--- src/rtl/cnn_mac_seq.sv ---
// Sequential 8-bit signed dot-product engine for CNN kernels: fetches weight/pixel
// pairs from a registered-read memory, one MAC every three cycles, optional ReLU.
module cnn_mac_seq #(
  parameter int N_TAPS = 9,
  parameter int W_BASE = 0,
  parameter int X_BASE = 16,
  parameter int ACC_W  = 20
) (
  input  logic                    clk,
  input  logic                    reset_n,
  input  logic                    start,
  input  logic                    relu_en,
  input  logic                    abort,
  output logic                    mem_cs,
  output logic                    mem_read,
  output logic [32:0]             mem_addr,
  input  logic [7:0]              mem_rdata,
  output logic                    busy,
  output logic                    done,
  output logic signed [ACC_W-1:0] result
);

  localparam logic [2:0] IDLE    = 3'd0;
  localparam logic [2:0] FETCH_W = 3'd1;
  localparam logic [2:0] FETCH_X = 3'd2;
  localparam logic [2:0] MAC     = 3'd3;
  localparam logic [2:0] DONE    = 3'd4;

  localparam logic [7:0] LAST_TAP = 8'(N_TAPS - 1);

  logic [2:0]              state;
  logic [7:0]              tap;
  logic signed [ACC_W-1:0] acc;
  logic signed [7:0]       weight;
  logic                    relu_lat;
  logic signed [15:0]      prod;
  logic signed [ACC_W-1:0] prod_ext;

  // Both operands are 8-bit signed, so the 16-bit product cannot overflow.
  assign prod     = weight * $signed(mem_rdata);
  assign prod_ext = {{(ACC_W-16){prod[15]}}, prod};

  always_ff @(posedge clk or negedge reset_n) begin
    if (!reset_n) begin
      state    <= IDLE;
      tap      <= '0;
      acc      <= '0;
      weight   <= '0;
      relu_lat <= 1'b0;
      result   <= '0;
    end else begin
      case (state)
        IDLE: begin
          if (start && !abort) begin
            state    <= FETCH_W;
            tap      <= '0;
            acc      <= '0;
            relu_lat <= relu_en;
          end
        end
        FETCH_W: state <= abort ? IDLE : FETCH_X;
        FETCH_X: begin
          if (abort) begin
            state <= IDLE;
          end else begin
            weight <= $signed(mem_rdata);
            state  <= MAC;
          end
        end
        MAC: begin
          if (abort) begin
            state <= IDLE;
          end else begin
            acc <= acc + prod_ext;
            if (tap == LAST_TAP) begin
              state <= DONE;
            end else begin
              tap   <= tap + 8'd1;
              state <= FETCH_W;
            end
          end
        end
        DONE: begin
          // An abort landing on the done cycle suppresses the result update too.
          if (!abort) begin
            result <= (relu_lat && acc < 0) ? '0 : acc;
          end
          state <= IDLE;
        end
        default: state <= IDLE;
      endcase
    end
  end

  always_comb begin
    mem_cs   = 1'b0;
    mem_read = 1'b0;
    mem_addr = '0;
    case (state)
      FETCH_W: begin
        mem_cs   = 1'b1;
        mem_read = 1'b1;
        mem_addr = 33'(W_BASE) + 33'(tap);
      end
      FETCH_X: begin
        mem_cs   = 1'b1;
        mem_read = 1'b1;
        mem_addr = 33'(X_BASE) + 33'(tap);
      end
      default: begin
        mem_cs   = 1'b0;
        mem_read = 1'b0;
        mem_addr = '0;
      end
    endcase
  end

  assign busy = (state != IDLE);
  assign done = (state == DONE) && !abort;

endmodule

--- config.mk ---
export PLATFORM = sky130hd
export DESIGN_NAME = cnn_mac_seq
export DESIGN_NICKNAME = d
export VERILOG_FILES = /design/src/rtl/cnn_mac_seq.sv
export SDC_FILE = /design/constraint.sdc
export NUM_CORES = 1
export LEC_CHECK = 0
export CAP_MARGIN = 10
export CORE_ASPECT_RATIO = 1.2
export CORE_MARGIN = 3
export CORE_UTILIZATION = 51
export CTS_CLUSTER_SIZE = 14
export DETAILED_ROUTE_END_ITERATION = 6
export PLACE_DENSITY = 0.73
export SLEW_MARGIN = 40
export SYNTH_ARGS = -nofsm -noshare
export SYNTH_HDL_FRONTEND = slang
export SYNTH_SLANG_ARGS = --single-unit
--- constraint.sdc ---
create_clock -name clk -period 7.8 [get_ports clk]
set_input_delay 0.78 -clock clk [delete_from_list [all_inputs] [get_ports clk]]
set_output_delay 0.78 -clock clk [all_outputs]
set_load 0.03 [all_outputs]
==> summary.txt, run 1 <==
Share of Yosys cell area claimed by the top area cell type: 0.275
Synth top area cells: sky130_fd_sc_hd__fa_1 (27%), sky130_fd_sc_hd__dfrtp_1 (23%), sky130_fd_sc_hd__ha_1 (9.8%)
Clock slew seen by the registers of the worst setup and hold paths: 60 ps
Total global-route track usage: 0.208
Insertion delay to the later sink of the worst-skew pair: 330 ps
Share of cells above drive strength 1: 0.0520
Starting Density: 0.525
Ratio of final minimum period to clock period: 0.794
Maximum clock frequency: 0.161 GHz
Total number of H-tree levels: 3
DRC violations left: 0
Post-synthesis sequential element count: 60
Longest Clk Path Bufs: 2
Slew @ Worst Pin: 736 ps
First-pass GRT wire length: 23100 um
EDFF count, synth: 0
Endpoint class of the critical path: flop
Drt total wl: 13400 um
Number of CTS-inserted buffers: 9
Sequential share of the synthesized area: 0.234
Number of antenna violations at the first check in global routing: 0
Sink count of the clock tree: 60
Synthesized netlist cell count: 669
CTS root buffer: sky130_fd_sc_hd__clkbuf_16
Startpoint type of the worst setup path: input port
Layout Area Growth over Synthesis: 11.6%
PortBufs: 45
CTS tree: built
Synth cell types: 57
Vertical die dimension: 129 um
# resized after CTS: 0
Die ar.: 14000 um2
Routed wirelength normalized by instance count: 15.3 um
Antenna diode count: 0
Library cell with the highest instance count after synthesis: sky130_fd_sc_hd__inv_1
Asr flop ratio synth: 1.00
Crit path DAT: 6410 ps
Top cells by count, synth: sky130_fd_sc_hd__inv_1 (108), sky130_fd_sc_hd__nand2_1 (91), sky130_fd_sc_hd__fa_1 (88)
Outcome: finished, final reports clean
Remaining global-route overflow: 0
Number of global-route vias before repair: 4868
Ratio of routed vias to standard cells: 5.22
Estimated wirelength of the detail-placed design: 10800 um
MaxCap Viol Count: 0
Fin Setup TNS: 0 ps
Final weighted congestion in routability-driven placement: 0.864
Post-cts hold buffer count: 0
Worst rel slew slack: 0.509
Hold/Removal Path Class: flop to flop
Num ports: 70
Total number of vias: 4554
Pin count of the biggest net entering global routing: 61
Required time of the worst setup path: 8010 ps
Clock skew after layout: 7.24 ps
Final max-slew violation count: 0
CP Max Fanout: 13
Total setup buffers inserted after CTS: 0
Yosys Warn Count: 0
Setup-failing EPs final: 0
Count of nets after finishing: 857
Detailed router's first-iteration violation count: 159
Synthesized area: 6410 um2
Cell taking the most area after synthesis: sky130_fd_sc_hd__fa_1
Unrepaired setup endpoints after global routing: no
Critical Setup Path Class: input port to flop
Die X-Extent: 108 um
Clock period minus worst slack: 6200 ps
Number of placement rows: 44
Total iterations of the first detailed-routing run: 4
Mapped Avg Cell Area: 9.59 um2
Core box area: 12200 um2
Synth Flop Type: sky130_fd_sc_hd__dfrtp_1
Final hold violation count: 0
Post-route ant nets: 0
state kept, by name, indices dropped and copies added (netlist names):
signal and count:
result 20, acc 20, tap 8, state 3
relu_lat 1, weight 8
stage by stage:
stage | hold WS (ps) | util | instance area [um2] | worst slack [ps] | std cells
2_1_floorplan | 471 | - | 6500 | 2180 | 692
3_3_place_gp | 467 | 0.562 | 6870 | 1470 | 856
3_5_place_dp | 474 | 0.562 | 6870 | 1270 | 856
4_1_cts | 487 | 0.585 | 7140 | 1630 | 872
5_1_grt | 513 | 0.585 | 7160 | 1350 | 872
6_report | 485 | 0.585 | 7160 | 1600 | 872
layout make-up:
type                       count  area [um2]
tap                          161         201
fill                        1071        5070
clock inverter                 5        37.5
timing repair buffer          46         457
sequential                    60        1500
clock buffer                  11         233
multi-input combinational    480        4320
inverter                     109         409
critical path: stages:
cell and delay [ps]:
sky130_fd_sc_hd__clkdlybuf4s50_1 650, sky130_fd_sc_hd__and2_1 620, sky130_fd_sc_hd__inv_1 140, sky130_fd_sc_hd__fa_1 530, sky130_fd_sc_hd__inv_1 50, sky130_fd_sc_hd__fa_1 530, sky130_fd_sc_hd__fa_1 440, sky130_fd_sc_hd__fa_1 580
sky130_fd_sc_hd__fa_1 420, sky130_fd_sc_hd__ha_1 330, sky130_fd_sc_hd__o21ai_0 90, sky130_fd_sc_hd__nor2_1 190, sky130_fd_sc_hd__o21ai_1 190, sky130_fd_sc_hd__o311ai_1 430, sky130_fd_sc_hd__a31oi_1 160, sky130_fd_sc_hd__xor2_1 180
sky130_fd_sc_hd__o21ai_1 80
layout by cell type (no fill, tap or decap), types with 6 or more instances in the layout:
cell and count:
sky130_fd_sc_hd__inv_1 108, sky130_fd_sc_hd__nand2_1 90, sky130_fd_sc_hd__fa_1 88, sky130_fd_sc_hd__dfrtp_1 60, sky130_fd_sc_hd__ha_1 50, sky130_fd_sc_hd__clkdlybuf4s50_1 44, sky130_fd_sc_hd__and2_1 37, sky130_fd_sc_hd__o21ai_0 37
sky130_fd_sc_hd__nor2_1 28, sky130_fd_sc_hd__conb_1 24, sky130_fd_sc_hd__xnor2_1 14, sky130_fd_sc_hd__a21oi_1 12, sky130_fd_sc_hd__mux2_2 10, sky130_fd_sc_hd__clkbuf_16 9, sky130_fd_sc_hd__or3_1 7, sky130_fd_sc_hd__xor2_1 7
sky130_fd_sc_hd__o21ai_1 7, sky130_fd_sc_hd__nand2b_1 6
per-layer routing:
layer / up-vias / GRT usage / share of wire
met5: - / 0 / 0
met1: 2288 / 0.266 / 0.41
met2: 98 / 0.354 / 0.53
met3: 36 / 0.0346 / 0.032
li1: 2132 / - / -
met4: 0 / 0.0780 / 0.031
cells by family (layout without fill, tap and decap cells):
family                   Yosys count  after routing  share of synthesized area
other                              1             24                   0.000585
adder cells (fa/ha/maj)          138            138                      0.372
XOR/XNOR                          21             21                     0.0287
flip-flops                        60             60                      0.234
multiplexers                      10             10                     0.0176
AO/OA/AOI/OAI                     89             89                     0.0864
buffers and inverters            152            171                      0.108
AND/OR/NAND/NOR                  198            198                      0.153
final timing paths:
check / from / endpoint / slack, ps / cells after the start
setup / recovery: mem_rdata[0] / acc[17]$_DFFE_PN0P_ / 1600 / 17
hold / removal: result[6]$_DFFE_PN0P_ / result[6]$_DFFE_PN0P_ / 480 / 2
setup reg to reg: weight[7]$_DFFE_PN0P_ / acc[17]$_DFFE_PN0P_ / 2220 / 16
hold reg to reg: result[6]$_DFFE_PN0P_ / result[6]$_DFFE_PN0P_ / 480 / 2
max in group asynchronous: reset_n / weight[1]$_DFFE_PN0P_ / 6880 / 2
min in group asynchronous: reset_n / tap[7]$_DFFE_PN0P_ / 500 / 2
Power of run 1 is left out: the tool's default activity adds up to more than one toggle a clock period on the data nets, which glitch-free logic cannot reach.
==> run 2, diff against run 1 <==
==> constraint.sdc (replaced) <==
create_clock -name clk -period 6.3 [get_ports clk]
set_input_delay 0.63 -clock clk [delete_from_list [all_inputs] [get_ports clk]]
set_output_delay 0.63 -clock clk [all_outputs]
set_load 0.03 [all_outputs]
==> run 2 against run 1 <==
Effect of this change: first-iteration DRC count rose by 19%; highest routed layer unchanged; count of clock-buffer cells in the layout did not move; wire length fell by 0.51%; worst hold slack got worse by 110 ps; design area rose by 1.0%; non-clock buffer count rose by 4; global-route usage rose by 0.14 points; clock skew barely moved; die area did not move; register-to-register slack got worse by 1200 ps.
==> summary.txt, run 2 (synthesized netlist as in run 1, its figures left out) <==
Outcome: finished, final reports clean
Startpoint type of the worst setup path: input port
Fin Setup TNS: 0 ps
Total iterations of the first detailed-routing run: 5
CP Max Fanout: 9
Critical Setup Path Class: input port to flop
Clock slew seen by the registers of the worst setup and hold paths: 50 ps
Insertion delay to the later sink of the worst-skew pair: 330 ps
Total setup buffers inserted after CTS: 0
Number of global-route vias before repair: 4709
First-pass GRT wire length: 23100 um
Maximum clock frequency: 0.177 GHz
Placed Instance Area: 6900 um2
Largest regs: acc: 20 flops, result: 20 flops
Setup slack of the worst register-to-register path: 1050 ps
Clock skew after layout: 7.18 ps
Remaining global-route overflow: 0
Endpoint class of the critical path: flop
CTS root buffer: sky130_fd_sc_hd__clkbuf_16
Crit path DAT: 5920 ps
Total global-route track usage: 0.209
Clock period minus worst slack: 5660 ps
MaxCap Viol Count: 0
Worst rel slew slack: 0.522
R2R cell count: 16
Number of antenna violations at the first check in global routing: 0
Ratio of routed vias to standard cells: 5.14
Hold/Removal Path Class: input port to asynchronous set/reset pin
Number of placement rows: 44
Count of nets after finishing: 861
Estimated wirelength of the detail-placed design: 10700 um
Post-route ant nets: 0
Setup-failing EPs final: 0
Pin count of the biggest net entering global routing: 61
Drt total wl: 13300 um
Layout Cell Area excl Fill: 7230 um2
Die X-Extent: 108 um
Final weighted congestion in routability-driven placement: 0.902
Sink count of the clock tree: 60
Core box area: 12200 um2
Num ports: 70
PortBufs: 45
Most common library cell in the layout ignoring fill and taps: sky130_fd_sc_hd__inv_1
Detailed router's first-iteration violation count: 189
Antenna diode count: 0
Highest-count cells in the layout ignoring fill and taps: sky130_fd_sc_hd__inv_1 (108), sky130_fd_sc_hd__nand2_1 (90), sky130_fd_sc_hd__fa_1 (88)
Core Util, Final: 0.591
# resized after CTS: 0
Share of cells above drive strength 1: 0.0587
Total number of vias: 4504
Slew @ Worst Pin: 718 ps
Layout Area Growth over Synthesis: 12.7%
DRC violations left: 0
Post-cts hold buffer count: 0
Total number of H-tree levels: 3
Routed wirelength normalized by instance count: 15.2 um
Ratio of final minimum period to clock period: 0.898
Starting Density: 0.525
Unrepaired setup endpoints after global routing: no
Longest Clk Path Bufs: 2
Vertical die dimension: 129 um
Final max-slew violation count: 0
CTS tree: built
Number of CTS-inserted buffers: 9
Die ar.: 14000 um2
Final hold violation count: 0
Required time of the worst setup path: 6560 ps
## run 2: changes by cell type in the layout (fill, tap and decap cells not counted), sizes merged
cell | previous run | this run
buf | 2 | 6
bufinv | 0 | 1
clkinv | 3 | 4
clkinvlp | 2 | 1
inv | 109 | 108
## run 2: layer usage
layer	vias up	part of all wire	wire, um	GRT usage
met5	-	0	0	0
met4	0	0.012	153	0.0431
met3	13	0.031	412	0.0296
met2	85	0.53	7020	0.371
met1	2262	0.43	5710	0.274
li1	2144	-	-	-
## run 2: area by class of cell
cell class / count / area [um2]
inverters: 109 / 409
flip-flops and latches: 60 / 1500
fillers: 1060 / 4990
well taps: 161 / 201
multi-input cells: 480 / 4320
repair buffers: 50 / 487
clock buffers: 11 / 253
clock inverters: 5 / 60.1
## run 2: worst max-delay path, stage by stage
cell and delay, ps:
sky130_fd_sc_hd__clkdlybuf4s50_1 550, sky130_fd_sc_hd__nand2_1 230, sky130_fd_sc_hd__inv_1 80, sky130_fd_sc_hd__fa_1 560
sky130_fd_sc_hd__inv_1 160, sky130_fd_sc_hd__fa_1 560, sky130_fd_sc_hd__inv_1 60, sky130_fd_sc_hd__fa_1 510
sky130_fd_sc_hd__fa_1 500, sky130_fd_sc_hd__ha_1 310, sky130_fd_sc_hd__ha_1 340, sky130_fd_sc_hd__a211o_1 280
sky130_fd_sc_hd__or3_1 330, sky130_fd_sc_hd__o21ai_2 160, sky130_fd_sc_hd__o31ai_2 110, sky130_fd_sc_hd__or4b_1 470
sky130_fd_sc_hd__nand3_1 90
## run 2: stage by stage
| stage | setup slack (ps) | instances | hold slack (ps) |
|---|---|---|---|
| after global placement | 432 | 860 | 468 |
| final | 641 | 876 | 378 |
| after floorplan | 826 | 692 | 334 |
| after detailed placement | 328 | 860 | 471 |
| after global routing | 297 | 876 | 426 |
| after CTS | 666 | 876 | 483 |
## run 2: worst paths after layout
check	startpoint	end
min in group clk	result[5]$_DFFE_PN0P_	result[5]$_DFFE_PN0P_
min	reset_n	tap[5]$_DFFE_PN0P_
min reg2reg	result[5]$_DFFE_PN0P_	result[5]$_DFFE_PN0P_
max reg2reg	weight[7]$_DFFE_PN0P_	acc[16]$_DFFE_PN0P_
max	mem_rdata[2]	acc[16]$_DFFE_PN0P_
max in group asynchronous	reset_n	weight[6]$_DFFE_PN0P_
Power of run 2 is left out for the same reason.
==> variant: new RTL, config.mk and constraints of run 2 <==
The parameter `ACC_W` goes from 20 to 40.
--- a/src/rtl/cnn_mac_seq.sv
+++ b/src/rtl/cnn_mac_seq.sv
@@ -6,3 +6,3 @@
   parameter int X_BASE = 16,
-  parameter int ACC_W  = 20
+  parameter int ACC_W  = 40
 ) (
Interface: changed (resized result); port bits go from 70 to 90. No check against the original RTL was run, so the function may have changed too.
==> variant against run 2 <==
Area after synthesis up 69%; final cell count rose by 67%; setup slack lost 0.38 ns; clock skew grew 0.0017 ns; cell area is 73% higher; wire length up 86%; via count increased by 76%; sequential cell count rose by 40; critical path depth grew 3; largest cell class unchanged.
Power is left out: the tool's default activity adds up to more than one toggle a clock period on the data nets, which glitch-free logic cannot reach.
==> variant: results (changes against run 2) <==
| Metric | Value |
|---|---|
| Status | `finished, final reports clean` |
| Filler cells | `1745 (+65%)` |
| Most frequent cells after synthesis | `fa_1, nand2_1, inv_1` |
| HP Class | `in2async` |
| GRT Total Usage | `22.3% (+1.4 points)` |
| Clock root cell | `clkbuf_16` |
| Slowest CP cell | `clkdlybuf4s50_1` |
| Area delta synth->final | `15.1%` |
| Number of global-route vias before repair | `8517 (+81%)` |
| CTS clk-pin slew, worst paths | `0.07 ns (+0.02 ns)` |
| Dpl cell area | `12200 sq um (+76%)` |
| Ys async rst share | `100% (unchanged)` |
| Crit path max fanout | `12 (+3)` |
| Top FF cell, synth | `dfrtp_1` |
| Via count | `7917 (+76%)` |
| Iter 0 DRT Violations | `412 (+120%)` |
| Final-stage net count | `1463 (+70%)` |
| DR WL/cell | `16.9 um (+11%)` |
| Routability cong. | `0.904 (+0.22%)` |
| Antenna violations before repair | `0 (unchanged)` |
| Clk Latency, worst-skew pair | `0.35 ns (+0.02 ns)` |
| Worst stage delay on the critical path | `0.67 ns (+0.11 ns)` |
| Synth area leaders | `fa_1, dfrtp_1, ha_1, nand2_1, inv_1` |
| # H-tree levels | `3 (unchanged)` |
| Family with the most delay on the worst path | `adder cells` |
| First-pass GRT wire length | `42200 um (+83%)` |
| Port bufs | `65 (+44%)` |
| Slew margin rel. | `51.1% (-1.1 points)` |
| CTS Buf Count | `9 (unchanged)` |
| Reg2Reg Depth | `19 (+3)` |
| Cell variety after synth | `58 (+1.8%)` |
| HPWL Detailed | `19200 um (+79%)` |
| Setup Fix Bufs, Post-CTS | `0 (unchanged)` |
| Clk_skew | `0.00884 ns (+0.00165 ns)` |
| Largest net degree at the start of global routing | `82 (+34%)` |
| Detailed Routing Iterations Pass 1 | `5 (unchanged)` |
| Biggest regs | `acc (40), result (40)` |
| Worst Setup SP | `mem_rdata[1]` |
| Reg2reg setup slack | `0.71 ns (-0.34 ns)` |
| Post-synthesis sequential area ratio | `23.0% (-0.37 points)` |
| Warnings from Yosys | `0 (unchanged)` |
| Worst R2R Start | `weight[7]$_DFFE_PN0P_` |
| Share of layout cells above drive strength 1 | `8.86% (+3.0 points)` |
| Resize count post-CTS | `0 (unchanged)` |
| Reg-to-reg endpoint | `acc[36]$_DFFE_PN0P_` |
| CP Class | `in2reg` |
## variant: cell types whose count changed in the layout (fill, tap and decap cells not counted), moves of 30 or more
| cell | run 2 | this run |
|---|---|---|
| a21oi_1 | 12 | 42 |
| buf_4 | 4 | 65 |
| dfrtp_1 | 60 | 100 |
| fa_1 | 88 | 166 |
| ha_1 | 50 | 92 |
| nand2_1 | 90 | 160 |
| o21ai_0 | 37 | 71 |
## variant: worst min-delay path by stage
| stage | end | slack, ns |
|---|---|---|
| after floorplan | acc[0]$_DFFE_PN0P_ | 0.33 |
| after global placement | result[0]$_DFFE_PN0P_ | 0.46 |
| after detailed placement | result[30]$_DFFE_PN0P_ | 0.47 |
| after CTS | result[36]$_DFFE_PN0P_ | 0.30 |
| after global routing | result[38]$_DFFE_PN0P_ | 0.32 |
| final | result[36]$_DFFE_PN0P_ | 0.27 |
## variant: layout make-up
class | instances | area share (%)
Inverter | 106 | 3.18
Clock inverter | 5 | 0.681
Timing Repair Buffer | 134 | 9.83
Multi-Input combinational cell | 841 | 61.7
Tap cell | 265 | 2.65
Clock buffer | 10 | 1.91
Sequential cell | 100 | 20.0
## variant: cell families (layout without fill, tap and decap cells)
| group | Yosys count | in the layout | synth area share, % |
|---|---|---|---|
| AND/OR/NAND/NOR | 314 | 314 | 13.5 |
| adder cells (fa/ha/maj) | 258 | 258 | 41.2 |
| AO/OA/AOI/OAI | 192 | 192 | 10.9 |
| buffers and inverters | 171 | 255 | 6.77 |
| flip-flops | 100 | 100 | 23.0 |
| XOR/XNOR | 43 | 43 | 3.47 |
| multiplexers | 10 | 10 | 1.01 |
| other | 1 | 24 | 0.0345 |
## variant: metal layers
layer  part of all wire, %  vias up  GRT usage (%)
li1                      -     3713              -
met1                    43     3982           30.3
met2                    51      186           38.3
met3                   4.2       36           2.94
met4                   1.9        0           5.53
met5                     0        -              0
## variant: worst reg2reg max path, cell delays in order, from the launching register on
cell      delay, ns
dfrtp_1        0.51
and2_2         0.48
fa_1           0.51
inv_1          0.10
fa_1           0.43
fa_1           0.52
inv_1          0.06
fa_1           0.47
ha_1           0.31
ha_1           0.29
and3_1         0.17
nand2_1        0.12
o22a_1         0.28
o311ai_4       0.12
a31oi_4        0.15
buf_4          0.16
o311a_4        0.31
o21bai_1       0.17
mux2i_1        0.21
nand3_1        0.09
## variant: metrics by stage
| step | cells | setup slack (ns) |
|---|---|---|
| 2_1_floorplan | 1112 | 0.247 |
| 5_1_grt | 1461 | 0.00141 |
| 3_3_place_gp | 1445 | -0.00271 |
| 3_5_place_dp | 1445 | -0.0538 |
| 6_report | 1461 | 0.265 |
| 4_1_cts | 1460 | 0.223 |
